## src/rtl/blood_sprite_renderer.sv

```systemverilog
// blood_sprite_renderer
//   Read-side client for the 64x64 health-bar sprite ROMs. Maps VGA pixel
//   coordinates to ROM row/col addresses, picks one of six health-level
//   sprites, delays the pixel stream to match the one-cycle ROM latency,
//   keys out the transparent colour and composites over the background.
//   Also animates the displayed health toward the target, one unit every
//   STEP_FRAMES frames.
// Ports:
//   clk, rst_n      pixel clock, async active-low reset
//   x, y, video_on  pixel coordinates and active-display flag
//   frame_start     one-cycle pulse at the start of each frame
//   bg_rgb          background colour aligned with x/y
//   target_health   health requested by game logic (clamped to HEALTH_MAX)
//   rom_row/col     combinational sprite ROM address (0 outside the box)
//   rom_sel         sprite select 0..5 from shown_health
//   rom_color       ROM data, valid the cycle after the address
//   rgb_out         composited pixel, 2 clocks after x/y/bg_rgb
//   shown_health    currently displayed health
//   anim_busy       shown_health differs from clamped target
module blood_sprite_renderer #(
  parameter logic [9:0]  POS_X       = 10'd16,
  parameter logic [9:0]  POS_Y       = 10'd16,
  parameter int unsigned SPRITE_W    = 64,
  parameter int unsigned SPRITE_H    = 64,
  parameter logic [6:0]  HEALTH_MAX  = 7'd100,
  parameter int unsigned STEP_FRAMES = 4,
  parameter logic [11:0] TRANS_COLOR = 12'h000
) (
  input  logic        clk,
  input  logic        rst_n,
  input  logic [9:0]  x,
  input  logic [9:0]  y,
  input  logic        video_on,
  input  logic        frame_start,
  input  logic [11:0] bg_rgb,
  input  logic [6:0]  target_health,
  output logic [5:0]  rom_row,
  output logic [5:0]  rom_col,
  output logic [2:0]  rom_sel,
  input  logic [11:0] rom_color,
  output logic [11:0] rgb_out,
  output logic [6:0]  shown_health,
  output logic        anim_busy
);

  localparam logic [3:0]  STEP_LAST = 4'(STEP_FRAMES - 1);
  localparam logic [10:0] X_LO = {1'b0, POS_X};
  localparam logic [10:0] Y_LO = {1'b0, POS_Y};
  localparam logic [10:0] X_HI = X_LO + 11'(SPRITE_W);
  localparam logic [10:0] Y_HI = Y_LO + 11'(SPRITE_H);

  typedef enum logic [1:0] {IDLE, DRAIN, FILL} state_t;

  // Pixel path
  logic        in_box;
  logic [9:0]  dx, dy;
  logic        in_box_q, video_on_q;
  logic [11:0] bg_q, rgb_q, rgb_d;

  assign in_box = ({1'b0, x} >= X_LO) && ({1'b0, x} < X_HI) &&
                  ({1'b0, y} >= Y_LO) && ({1'b0, y} < Y_HI);
  assign dx      = x - POS_X;
  assign dy      = y - POS_Y;
  assign rom_col = in_box ? dx[5:0] : '0;
  assign rom_row = in_box ? dy[5:0] : '0;

  always_comb begin
    rgb_d = bg_q;
    if (!video_on_q)
      rgb_d = '0;
    else if (in_box_q && (rom_color != TRANS_COLOR))
      rgb_d = rom_color;
  end

  always_ff @(posedge clk or negedge rst_n) begin
    if (!rst_n) begin
      in_box_q   <= 1'b0;
      video_on_q <= 1'b0;
      bg_q       <= '0;
      rgb_q      <= '0;
    end else begin
      in_box_q   <= in_box;
      video_on_q <= video_on;
      bg_q       <= bg_rgb;
      rgb_q      <= rgb_d;
    end
  end

  assign rgb_out = rgb_q;

  // Health animation
  state_t     state_q, state_d, dir;
  logic [3:0] cnt_q, cnt_d, cnt_cur;
  logic [6:0] health_q, health_d, tgt;

  assign tgt = (target_health > HEALTH_MAX) ? HEALTH_MAX : target_health;

  // The frame that enters (or reverses into) a direction is the first frame
  // of that direction's step interval: the counter is cleared and that same
  // frame is counted, so the first step lands STEP_FRAMES frames after entry
  // counting the entry frame itself.
  always_comb begin
    state_d  = state_q;
    cnt_d    = cnt_q;
    health_d = health_q;
    dir      = IDLE;
    cnt_cur  = '0;
    if (frame_start) begin
      if (tgt == health_q) begin
        state_d = IDLE;
        cnt_d   = '0;
      end else begin
        dir     = (tgt < health_q) ? DRAIN : FILL;
        cnt_cur = (dir == state_q) ? cnt_q : '0;
        state_d = dir;
        if (cnt_cur == STEP_LAST) begin
          cnt_d    = '0;
          health_d = (dir == DRAIN) ? health_q - 7'd1 : health_q + 7'd1;
          if (health_d == tgt)
            state_d = IDLE;
        end else begin
          cnt_d = cnt_cur + 4'd1;
        end
      end
    end
  end

  always_ff @(posedge clk or negedge rst_n) begin
    if (!rst_n) begin
      state_q  <= IDLE;
      cnt_q    <= '0;
      health_q <= HEALTH_MAX;
    end else begin
      state_q  <= state_d;
      cnt_q    <= cnt_d;
      health_q <= health_d;
    end
  end

  assign shown_health = health_q;
  assign anim_busy    = (health_q != tgt);
  assign rom_sel = {2'b0, health_q >= 7'd20}  + {2'b0, health_q >= 7'd40} +
                   {2'b0, health_q >= 7'd60}  + {2'b0, health_q >= 7'd80} +
                   {2'b0, health_q >= 7'd100};

endmodule

```

## config.mk

```make
export PLATFORM = sky130hd
export DESIGN_NAME = blood_sprite_renderer
export DESIGN_NICKNAME = d
export VERILOG_FILES = /design/src/rtl/blood_sprite_renderer.sv
export SDC_FILE = /design/constraint.sdc
export NUM_CORES = 1
export LEC_CHECK = 0
export CAP_MARGIN = 20
export CELL_PAD_IN_SITES_DETAIL_PLACEMENT = 1
export CELL_PAD_IN_SITES_GLOBAL_PLACEMENT = 2
export CORE_MARGIN = 2
export CORE_UTILIZATION = 26
export DETAILED_ROUTE_END_ITERATION = 12
export PLACE_DENSITY = 0.77
export SLEW_MARGIN = 20
export SYNTH_ARGS = -nofsm -noshare
export SYNTH_HDL_FRONTEND = slang
export SYNTH_SLANG_ARGS = --single-unit
```

## constraint.sdc

```tcl
create_clock -name clk -period 3.7 [get_ports clk]
set_input_delay 0.74 -clock clk [delete_from_list [all_inputs] [get_ports clk]]
set_output_delay 0.74 -clock clk [all_outputs]
set_load 0.005 [all_outputs]
```

# Word-level counts from Yosys, hierarchy flattened
# Index checks and enable logic that the tools add are counted.
[word_totals]
reg_bits = 39
latchBits = 0
ramBits = 0
rom_bits = 0
in_bits = 55
out_inout_bits = 35
elab_cells = 53
mem_count = 0
[op_classes]
n_addsub = 9
n_mul = 0
div_mod_pow = 0
magnitude_cmp = 11
n_eq_ne = 6
shifts = 0
n_mux = 13
bitwise = 1
n_reduce_logical = 6
[ops]
columns = ["operator", "count"]
rows = [
  ["$mux 12", 2],
  ["$ge 10x5->1 const B", 2],
  ["$lt 10x7->1 const B", 2],
  ["$eq 7x7->1", 2],
  ["$ge 7x6->1 const B", 2],
  ["$ge 7x7->1 const B", 2],
  ["$mux 7", 2],
  ["$mux 4", 3],
  ["$mux 6", 2],
  ["$reduce_bool 12->1", 1],
  ["$sub 6x5->6 const B", 2],
  ["$mux 2", 4],
  ["$add 7x1->7 const B", 1],
  ["$ge 7x5->1 const B", 1],
  ["$gt 7x7->1 const B", 1],
  ["$lt 7x7->1", 1],
  ["$ne 7x7->1", 1],
  ["$sub 7x1->7 const B", 1],
  ["$add 3x1->3", 2],
  ["$add 4x1->4 const B", 1],
  ["$eq 4x2->1 const B", 1],
  ["$logic_and 1x1->1", 4],
  ["$add 2x1->3", 1],
  ["$reduce_and 3->1", 1],
  ["other kinds (4)", 4],
]

# Depth between registers and ports, before layout
# Gate-level depths: netlist of run 1.
[logic_depth]
ltp_word = 10
depth_mapped = 16
depth_no_buf = 14

# Worst setup path after synthesis of run 1
# No wires, ideal clock.
[synth_path]
path_type = "input -> register"
from = "input port target_health[2]"
to = "register state_q[0]"
setup_ps = 82
arrival_ps = 3500
t_required_ps = 3618
setup_slack_ps = 118
path_stages = 15
path_buffers = 1
cell_sequence = "o311ai_1 > and2_1 > ha_1 > nand3b_1 > a21oi_1 > or2_1 > buf_6 > inv_1 > ha_1 > and3_1 > nor2_1 > xnor3_1 > and3b_1 > a211o_1 > a31oi_1"
[synth_via]
elab_chain_len = 10
elab_cells_between_ends = 14
classes_between = "order compare (2); eq/ne (5); mux (7)"
[synth_lines]
columns = ["element", "line_no", "rtl"]
rows = [
  ["start, declared", "36", "input logic [6:0] target_health,"],
  ["$gt 7x7->1", "96", "assign tgt = (target_health > HEALTH_MAX) ? HEALTH_MAX : target_health;"],
  ["$mux 7 (*)", "96", ""],
  ["$lt 7x7->1", "113", "dir = (tgt < health_q) ? DRAIN : FILL;"],
  ["$mux 2", "113", ""],
  ["$eq 2x1->1", "118", "health_d = (dir == DRAIN) ? health_q - 7'd1 : health_q + 7'd1;"],
  ["$mux 7", "118", ""],
  ["$eq 7x7->1", "119", "if (health_d == tgt)"],
  ["$mux 2", "119", ""],
  ["$mux 2", "116", "if (cnt_cur == STEP_LAST) begin"],
  ["$mux 2 (*)", "109", "if (tgt == health_q) begin"],
  ["end signal, assigned", "134", "state_q <= state_d;"],
  ["end, declared", "92", "state_t state_q, state_d, dir;"],
]
# Every way passes the cells marked *; elsewhere a longest branch is shown, timed or not.
# A chain may end at the register's enable or synchronous reset.

# Final worst setup path of run 1
[layout_path]
from = "input port y[1]"
to = "output port rom_row[5]"
[layout_via]
elab_chain_len = 4
elab_cells_between_ends = 6
classes_between = "add/sub (1); order compare (2); mux (1); reduce/logical (2)"
[layout_lines]
columns = ["element", "line_no", "rtl"]
rows = [
  ["start, declared", "32", "input logic [9:0] y,"],
  ["$ge 10x5->1", "61", "({1'b0, y} >= Y_LO) && ({1'b0, y} < Y_HI);"],
  ["$logic_and 1x1->1", "60", "assign in_box = ({1'b0, x} >= X_LO) && ({1'b0, x} < X_HI) &&"],
  ["$logic_and 1x1->1", "61", ""],
  ["$mux 6 (*)", "65", "assign rom_row = in_box ? dy[5:0] : '0;"],
  ["end, declared", "37", "output logic [5:0] rom_row,"],
]
# Marked as above.

==> results.rst, run 1 <==
.. list-table::
   :header-rows: 1

   * - Metric
     - Value
   * - Result of the run
     - completed
   * - Required @ worst endpoint
     - 2.96 ns
   * - Reg power frac
     - 0.227
   * - Seq cells post-synth
     - 39
   * - Share of flip-flops with an asynchronous set or reset
     - 1.000
   * - Starting Density
     - 0.2657
   * - Die outline width
     - between 100 and 150 um
   * - Count of clock tree sinks
     - 39
   * - Sequential share of the synthesized area
     - 0.4009
   * - Max-slew violation count
     - 0
   * - WHS
     - 0.5221 ns
   * - Share of the cycle needed by the critical path after routing
     - 0.9784
   * - Placed wire-length estimate after detailed placement
     - approximately 6.0 mm
   * - Capturing point of the worst reg2reg path
     - shown_health[6]$_DFFE_PN1P_
   * - Vias in the first global route
     - approximately 2500
   * - Switch share
     - 0.3916
   * - Worst slack at placement
     - -0.4931 ns
   * - Portion of netlist area occupied by mux cells
     - 0.02202
   * - Max clock buf depth
     - 2
   * - Pin count of the biggest net entering global routing
     - 40
   * - Max-capacitance violation count
     - 0
   * - Count of standard-cell rows
     - 35
   * - Filler instances
     - ~1100
   * - Setup slack of the critical path after layout
     - between 0.08 and 0.09 ns
   * - Number of failing setup endpoints in the final timing report
     - 0
   * - NetSw
     - ~960 uW
   * - Fmax
     - ~280 MHz
   * - Dominant register cell in the synthesized netlist
     - dfrtp_1
   * - Fin Clk Skew
     - 0.008060 ns
   * - Number of library cell types mapped by synthesis
     - 52
   * - Number of cells in the finished layout apart from fillers
     - ~490
   * - CTS Root Cell
     - clkbuf_8
   * - Worst reg2reg path startpoint
     - shown_health[2]$_DFFE_PN1P_
   * - Port-buffer cells
     - 89
   * - Fin Setup TNS
     - 0 ns
   * - Pwr/cell area
     - between 600 and 700 nW/um^2
   * - Maximum vdd ir drop
     - 0.2735 mV
   * - Clock share of power
     - 0.118
   * - Number of diodes added for antenna fixing
     - 0
   * - Cell count after placement
     - approximately 470
   * - Number of antenna violations at the first check in global routing
     - 0
   * - Leakage Power
     - between 1.5 and 2 nW
   * - Number of nets in the layout
     - approximately 460
   * - Setup repair after global routing missed its margin
     - yes
   * - Number of buffers added by the clock tree synthesis step
     - 5
   * - Compound-Gate Fraction of Synth Area
     - 0.1505
   * - Tightest Hold Check Type
     - flip-flop to flip-flop
   * - Total count of hold-check failures in the final report
     - 0
   * - Routed wirelength normalized by instance count
     - ~16 um
   * - Total power of the final layout
     - ~2.5 mW
   * - Combinational share of power
     - 0.655
   * - Post-synthesis area per instance
     - 9.658 sq um
   * - Setup slack, reg-to-reg
     - 0.55 ns
   * - Global-route track usage on met3
     - 0.04300
   * - Max_slew headroom
     - 0.3983
   * - Post-synth EDFFs
     - 0
   * - Number of search-and-repair iterations in the first detailed-routing pass
     - 4
   * - Setup Crit Path Kind
     - input pin to output pin
   * - Sort of element at the end of the critical path
     - output pin
   * - Worst EP arrival
     - ~2.9 ns
   * - Drt initial violations
     - about 60
   * - Syn Nets
     - ~330
   * - Hold EP
     - rgb_out[0]$_DFF_PN0_
   * - Total DRC errors in the routed layout
     - 0
   * - First-pass GRT wire length
     - approximately 12 mm
   * - FF-to-FF path depth
     - 16
   * - Synth Area in Simple Gates
     - 0.2028
   * - Io pins
     - 90
   * - Transition at the pin with the smallest max-transition slack
     - about 0.90 ns
   * - GR Layer Usage met1
     - 0.1922
   * - Fin crit period
     - approximately 3.6 ns
   * - Synth Area in Adders
     - 0.1167
   * - Sum of routed wire length over all layers
     - between 7 and 8 mm
   * - GRT overflow
     - 0
   * - Synthesized cell area
     - approximately 2400 sq um
   * - GRT Total Usage
     - 0.1552
   * - XOR/XNOR share of the synthesized area
     - 0.05888
   * - Hold buffer count at CTS
     - 0
   * - Via count
     - 2326
   * - Global routing met2 resource utilization
     - 0.2687
   * - Detail Route Antenna Nets
     - 0
   * - Worst Min Path Start
     - bg_q[0]$_DFF_PN0_
   * - TritonCTS clock tree
     - yes
   * - Worst-path clk slew
     - about 0.080 ns
   * - Maximum fanout along the worst path
     - 4
   * - Yosys warning total
     - 0
   * - Share of post-route cells with drive strength above 1
     - 0.2132
   * - Floorplan die area
     - a little over 10000 sq um
   * - CORE AREA
     - just over 9000 sq um
   * - Die outline height
     - a little over 100 um
   * - Final weighted congestion in routability-driven placement
     - between 0.8 and 0.9
   * - Number of cells produced by synthesis
     - roughly 250
   * - Layout overhead on the synthesized area
     - 60.01%
   * - Clk_lat worst skew
     - approximately 0.29 ns
   * - Number of levels the H-tree was split into
     - 2
   * - Post-detailed-route via-to-cell ratio
     - ~4.7
   * - Number of instances on the worst hold path
     - 2
   * - Crit path launch type
     - input pin
   * - Dominant combinational cell family by area after synthesis
     - simple AND/OR/NAND/NOR gates
   * - Power Internal
     - 1.492 mW
   * - Most Crowded Layer GR
     - met2
-- per-stage QoR --
step / util / area, sq um
final: 0.4252 / 3910
after global routing: 0.4252 / 3910
after CTS: 0.4132 / 3800
after detailed placement: 0.3962 / 3643
after global placement: 0.3962 / 3643
after floorplan: - / 2444
-- worst max-delay path, stage by stage --
cell             delay, ns
clkdlybuf4s50_1       0.44
nor4_1                0.35
nand2_1               0.08
and3_1                0.20
buf_4                 0.15
nor4_1                0.33
clkdlybuf4s50_1       0.58
-- how the worst max path moves through the flow --
stage,start,endpoint,slack [ns]
6_report,y[1],rom_row[5],0.08
5_1_grt,target_health[2],state_q[0]$_DFFE_PN0P_,-0.03
4_1_cts,target_health[2],state_q[0]$_DFFE_PN0P_,0.002
3_5_place_dp,target_health[3],state_q[0]$_DFFE_PN0P_,-0.49
3_3_place_gp,target_health[3],state_q[0]$_DFFE_PN0P_,-0.33
2_1_floorplan,target_health[2],state_q[0]$_DFFE_PN0P_,0.12
-- repair_timing --
action | 4_1_cts | 5_1_grt
setup buffers | 6 | 2
pin swaps | 10 | 12
setup endpoints to repair | 5 | 10
gates resized for setup | 9 | 21
cloned | 0 | 1
-- cells in the final DEF, fill, tap and decap left out, drive strengths merged, types with 3 or more instances in the layout --
master,netlist,layout
dfrtp,36,36
xor2,6,6
clkdlybuf4s50,0,83
nand3,4,4
nor4,13,13
nand2,30,30
a31oi,4,4
xnor2,7,7
fa,3,3
nor2,15,15
o21ai,11,11
a21boi,10,10
clkbuf,6,6
and3,4,4
dlymetal6s2s,0,4
mux2i,3,3
inv,18,18
a21oi,11,11
buf,3,40
nor2b,5,5
dfstp,3,3
and2,11,11
nor3b,3,3
ha,18,18
-- area by class of cell --
cell class	instances	area, sq um	area share
Timing Repair Buffer	128	1191	0.3046
Tap cell	111	138.9	0.03552
Clock buffer	6	72.57	0.01856
Sequential cell	39	980.9	0.2509
Multi-Input combinational cell	187	1441	0.3686
Clock inverter	2	12.51	0.003200
Inverter	18	72.57	0.01856
-- per-layer routing --
layer,part of all wire,wire [um]
met1,0.43,3358
met4,0.0085,66
met2,0.50,3883
met3,0.056,431
met5,0,0
-- state kept, by name, summed over array words and instances, names as in the netlist --
register and count:
video_on_q 1, cnt_q 4, rgb_out 12, shown_health 7, in_box_q 1, bg_q 12, state_q 2
-- Yosys cell counts (3+ instances only) --
cell type   n  area [sq um]
a21boi_0   10         75.07
a21oi_1    10         50.05
a31oi_1     4         25.02
and2_1     11         68.82
and3_1      4         25.02
clkbuf_1    6         22.52
dfrtp_1    36         900.9
dfstp_2     3         78.83
fa_1        3         60.06
ha_1       18         225.2
inv_1      18         67.56
nand2_1    29         108.9
nand3_1     4         20.02
nor2_1     14         52.55
nor2b_1     5         31.28
nor3b_1     3         22.52
nor4_1     13         81.33
o21ai_0     5         25.02
o21ai_1     6         30.03
xnor2_1     6         52.55
xor2_1      6         52.55
-- power by group through the flow --
stage          sequential (mW)  combinational, mW  clock, mW
6_report                 0.556               1.61      0.290
5_1_grt                  0.565               1.78      0.319
4_1_cts                  0.553               1.54      0.304
3_5_place_dp             0.581               1.45          0
3_3_place_gp             0.576               1.42          0
2_1_floorplan            0.556              0.814          0
-- cells by family (layout without fill, tap and decap cells) --
group	Yosys count	count (layout)
flip-flops	39	39
XOR/XNOR	14	14
adder cells (fa/ha/maj)	21	21
AND/OR/NAND/NOR	95	95
buffers and inverters	27	154
multiplexers	4	4
AO/OA/AOI/OAI	53	53
Power figures use the tool's default switching activity.
==> inputs of run 2 (changes only) <==
--- a/config.mk
+++ b/config.mk
@@ -11,7 +11,7 @@
 export CORE_MARGIN = 2
 export CORE_UTILIZATION = 26
 export DETAILED_ROUTE_END_ITERATION = 12
-export PLACE_DENSITY = 0.77
+export PLACE_DENSITY = 0.81
 export SLEW_MARGIN = 20
 export SYNTH_ARGS = -nofsm -noshare
 export SYNTH_HDL_FRONTEND = slang
==> results.rst, run 2 (synthesis gave the netlist of run 1 again) <==
.. list-table::
   :header-rows: 1

   * - Metric
     - Value
   * - Result of the run
     - completed
   * - Floorplan die area
     - 10190 sq um (unchanged)
   * - Crit path launch type
     - input pin
   * - Number of buffers added by the clock tree synthesis step
     - 5 (unchanged)
   * - Sum of routed wire length over all layers
     - 7.459 mm (-3.6%)
   * - Tightest Hold Check Type
     - flip-flop to flip-flop
   * - CORE AREA
     - 9196 sq um (unchanged)
   * - Pin count of the biggest net entering global routing
     - 40 (unchanged)
   * - Worst reg2reg path startpoint
     - shown_health[2]$_DFFE_PN1P_
   * - Setup repair after global routing missed its margin
     - no
   * - Die outline height
     - 100.9 um (unchanged)
   * - Post-route cell area
     - 3879 sq um (-0.80%)
   * - Detail Route Antenna Nets
     - 0 (unchanged)
   * - Most common library cell in the layout ignoring fill and taps
     - clkdlybuf4s50_1
   * - Clk_lat worst skew
     - 0.29 ns (about the same)
   * - FF/Latch Area
     - 982.2 sq um (+0.13%)
   * - Pwr/cell area
     - 616.3 nW/um^2 (-1.7%)
   * - Fin Setup TNS
     - 0 ns (unchanged)
   * - Max-capacitance violation count
     - 0 (unchanged)
   * - Sort of element at the end of the critical path
     - flip-flop
   * - Drt initial violations
     - 42 (-31%)
   * - Final weighted congestion in routability-driven placement
     - 0.8429 (+3.7%)
   * - Maximum vdd ir drop
     - 0.2890 mV (+5.7%)
   * - Vias in the first global route
     - 2594 (+4.5%)
   * - Most Crowded Layer GR
     - met2
   * - Worst Min Path Start
     - bg_q[6]$_DFF_PN0_
   * - GR Layer Usage met1
     - 0.1744 (-0.01783)
   * - Multi-input gate area
     - 1426 sq um (-1.0%)
   * - Worst setup startpoint
     - target_health[4]
   * - Transition at the pin with the smallest max-transition slack
     - 0.9107 ns (+0.008175 ns)
   * - GRT Total Usage
     - 0.1545 (-0.0007030)
   * - Total power of the final layout
     - 2.390 mW (-2.5%)
   * - Number of failing setup endpoints in the final timing report
     - 0 (unchanged)
   * - Setup Crit Path Kind
     - input pin to flip-flop
   * - Maximum fanout along the worst path
     - 7 (+3)
   * - Filler instances
     - 1068 (-0.28%)
   * - Io pins
     - 90 (unchanged)
   * - Required @ worst endpoint
     - 3.91 ns (+0.95 ns)
   * - Total placed instance area
     - 3666 sq um (+0.62%)
   * - Worst EP arrival
     - 3.75 ns (+0.87 ns)
   * - Number of antenna violations at the first check in global routing
     - 0 (unchanged)
   * - Most used cells in the layout excluding fill and tap cells
     - 81 x clkdlybuf4s50_1, 37 x buf_4, 34 x dfrtp_1
   * - Fin crit period
     - 3.533 ns (-0.08694 ns)
   * - Placed wire-length estimate after detailed placement
     - 5.951 mm (-0.66%)
   * - Number of search-and-repair iterations in the first detailed-routing pass
     - 4 (unchanged)
   * - Max_slew headroom
     - 0.3928 (-0.005450)
   * - Worst slack at placement
     - -0.6051 ns (-0.1119 ns)
   * - Starting Density
     - 0.2657 (unchanged)
   * - Worst-path clk slew
     - 0.08 ns (about the same)
   * - Routed wirelength normalized by instance count
     - 15.22 um (-3.4%)
   * - Number of diodes added for antenna fixing
     - 0 (unchanged)
   * - Global routing met2 resource utilization
     - 0.2815 (+0.01282)
   * - Number of nets in the layout
     - 454 (-0.22%)
   * - TritonCTS clock tree
     - yes
   * - Layout overhead on the synthesized area
     - 58.73%
   * - Post-detailed-route via-to-cell ratio
     - 4.753 (+0.33%)
   * - GRT overflow
     - 0 (unchanged)
   * - Die outline width
     - 100.9 um (unchanged)
   * - Setup slack of the critical path after layout
     - 0.1670 ns (+0.08694 ns)
   * - Max-slew violation count
     - 0 (unchanged)
   * - Max clock buf depth
     - 2 (unchanged)
   * - Global-route track usage on met3
     - 0.05132 (+0.008322)
   * - Count of standard-cell rows
     - 35 (unchanged)
   * - Total count of hold-check failures in the final report
     - 0 (unchanged)
   * - Fin Clk Skew
     - 0.006673 ns (-0.001387 ns)
   * - Number of levels the H-tree was split into
     - 2 (unchanged)
   * - Share of the cycle needed by the critical path after routing
     - 0.9549 (-0.02350)
   * - Count of clock tree sinks
     - 39 (unchanged)
   * - First-pass GRT wire length
     - 12.24 mm (-0.39%)
   * - Total DRC errors in the routed layout
     - 0 (unchanged)
   * - Fmax
     - 283.0 MHz (+2.5%)
   * - Port-buffer cells
     - 89 (unchanged)
   * - Share of post-route cells with drive strength above 1
     - 0.2084 (-0.004715)
   * - CTS Root Cell
     - clkbuf_8
   * - Leakage Power
     - 1.739 nW (-1.7%)
   * - Via count
     - 2329 (+0.13%)
## run 2: changes by cell type in the layout (fill, tap and decap cells not counted), sizes merged
| cell | change |
|---|---|
| dlygate4sd2 | +3 |
| dlymetal6s2s | -2 |
| clkinvlp | +1 |
| clkdlybuf4s15 | +1 |
| clkinv | -1 |
| clkdlybuf4s50 | -2 |
| buf | -1 |
| inv | +1 |
| clkbuf | -1 |
## run 2: where the power goes
| group | total (mW) | internal, mW | switching [mW] | leakage [nW] |
|---|---|---|---|---|
| clock network | 0.304 | 0.135 | 0.169 | 0.0408 |
| registers | 0.553 | 0.497 | 0.0569 | 0.470 |
| logic | 1.53 | 0.820 | 0.713 | 1.23 |
| total | 2.39 | 1.45 | 0.938 | 1.74 |
## run 2: layout make-up
cell class                      instances  area share
Multi-Input combinational cell        187      0.3677
Timing Repair Buffer                  127      0.3013
Sequential cell                        39      0.2532
Tap cell                              111     0.03581
Inverter                               18     0.01806
Clock buffer                            5     0.01774
Clock inverter                          3    0.006129
## run 2: per-stage QoR
stage	cells	utilization	hold WS, ns
after floorplan	253	-	0.4444
after global placement	477	0.3986	0.4994
after detailed placement	477	0.3986	0.5014
after CTS	489	0.4150	0.5171
after global routing	490	0.4218	0.5502
final	490	0.4218	0.5148
## run 2: timing repair
item | CTS | global route
gates resized for setup | 12 | 20
setup endpoints to repair | 9 | 13
hold endpoints to repair | 0 | 0
setup buffers | 4 | 0
pin swaps | 3 | 4
hold buffers | 0 | 0
cloned | 0 | 1
## run 2: worst max-delay path, cell delays in order
cell and delay [ns]:
dlygate4sd2_1 0.29, o311ai_4 0.33, and2_4 0.20, ha_1 0.24, nand3b_1 0.10, a21oi_2 0.07, or2_4 0.26, inv_4 0.10
ha_1 0.27, a21o_1 0.22, nor2_2 0.16, xnor3_1 0.15, and3b_1 0.17, a211o_1 0.30, a31oi_1 0.15
## run 2: worst paths after layout
| check | end | slack (ns) | depth (start not counted) |
|---|---|---|---|
| setup / recovery | state_q[1]$_DFFE_PN0P_ | 0.17 | 15 |
| hold reg to reg | rgb_out[6]$_DFF_PN0_ | 0.51 | 2 |
| setup reg to reg | state_q[1]$_DFFE_PN0P_ | 0.53 | 14 |
| max in group asynchronous | shown_health[4]$_DFFE_PN0P_ | 2.52 | 1 |
| hold / removal | rgb_out[6]$_DFF_PN0_ | 0.51 | 2 |
| min in group asynchronous | shown_health[3]$_DFFE_PN0P_ | 0.57 | 1 |
## run 2: routing by layer
| layer | up-vias | wire (um) |
|---|---|---|
| met1 | 1134 | 3074 |
| li1 | 1125 | - |
| met2 | 64 | 3854 |
| met4 | 0 | 64 |
| met5 | - | 0 |
| met3 | 6 | 465 |
==> inputs of run 3 (changes only) <==
--- a/config.mk
+++ b/config.mk
@@ -10,6 +10,7 @@
 export CELL_PAD_IN_SITES_GLOBAL_PLACEMENT = 2
 export CORE_MARGIN = 2
 export CORE_UTILIZATION = 26
+export CTS_CLUSTER_DIAMETER = 50
 export DETAILED_ROUTE_END_ITERATION = 12
 export PLACE_DENSITY = 0.81
 export SLEW_MARGIN = 20
==> results of run 3 <==
Final layout, timing and power as in run 2 (identical DEF).
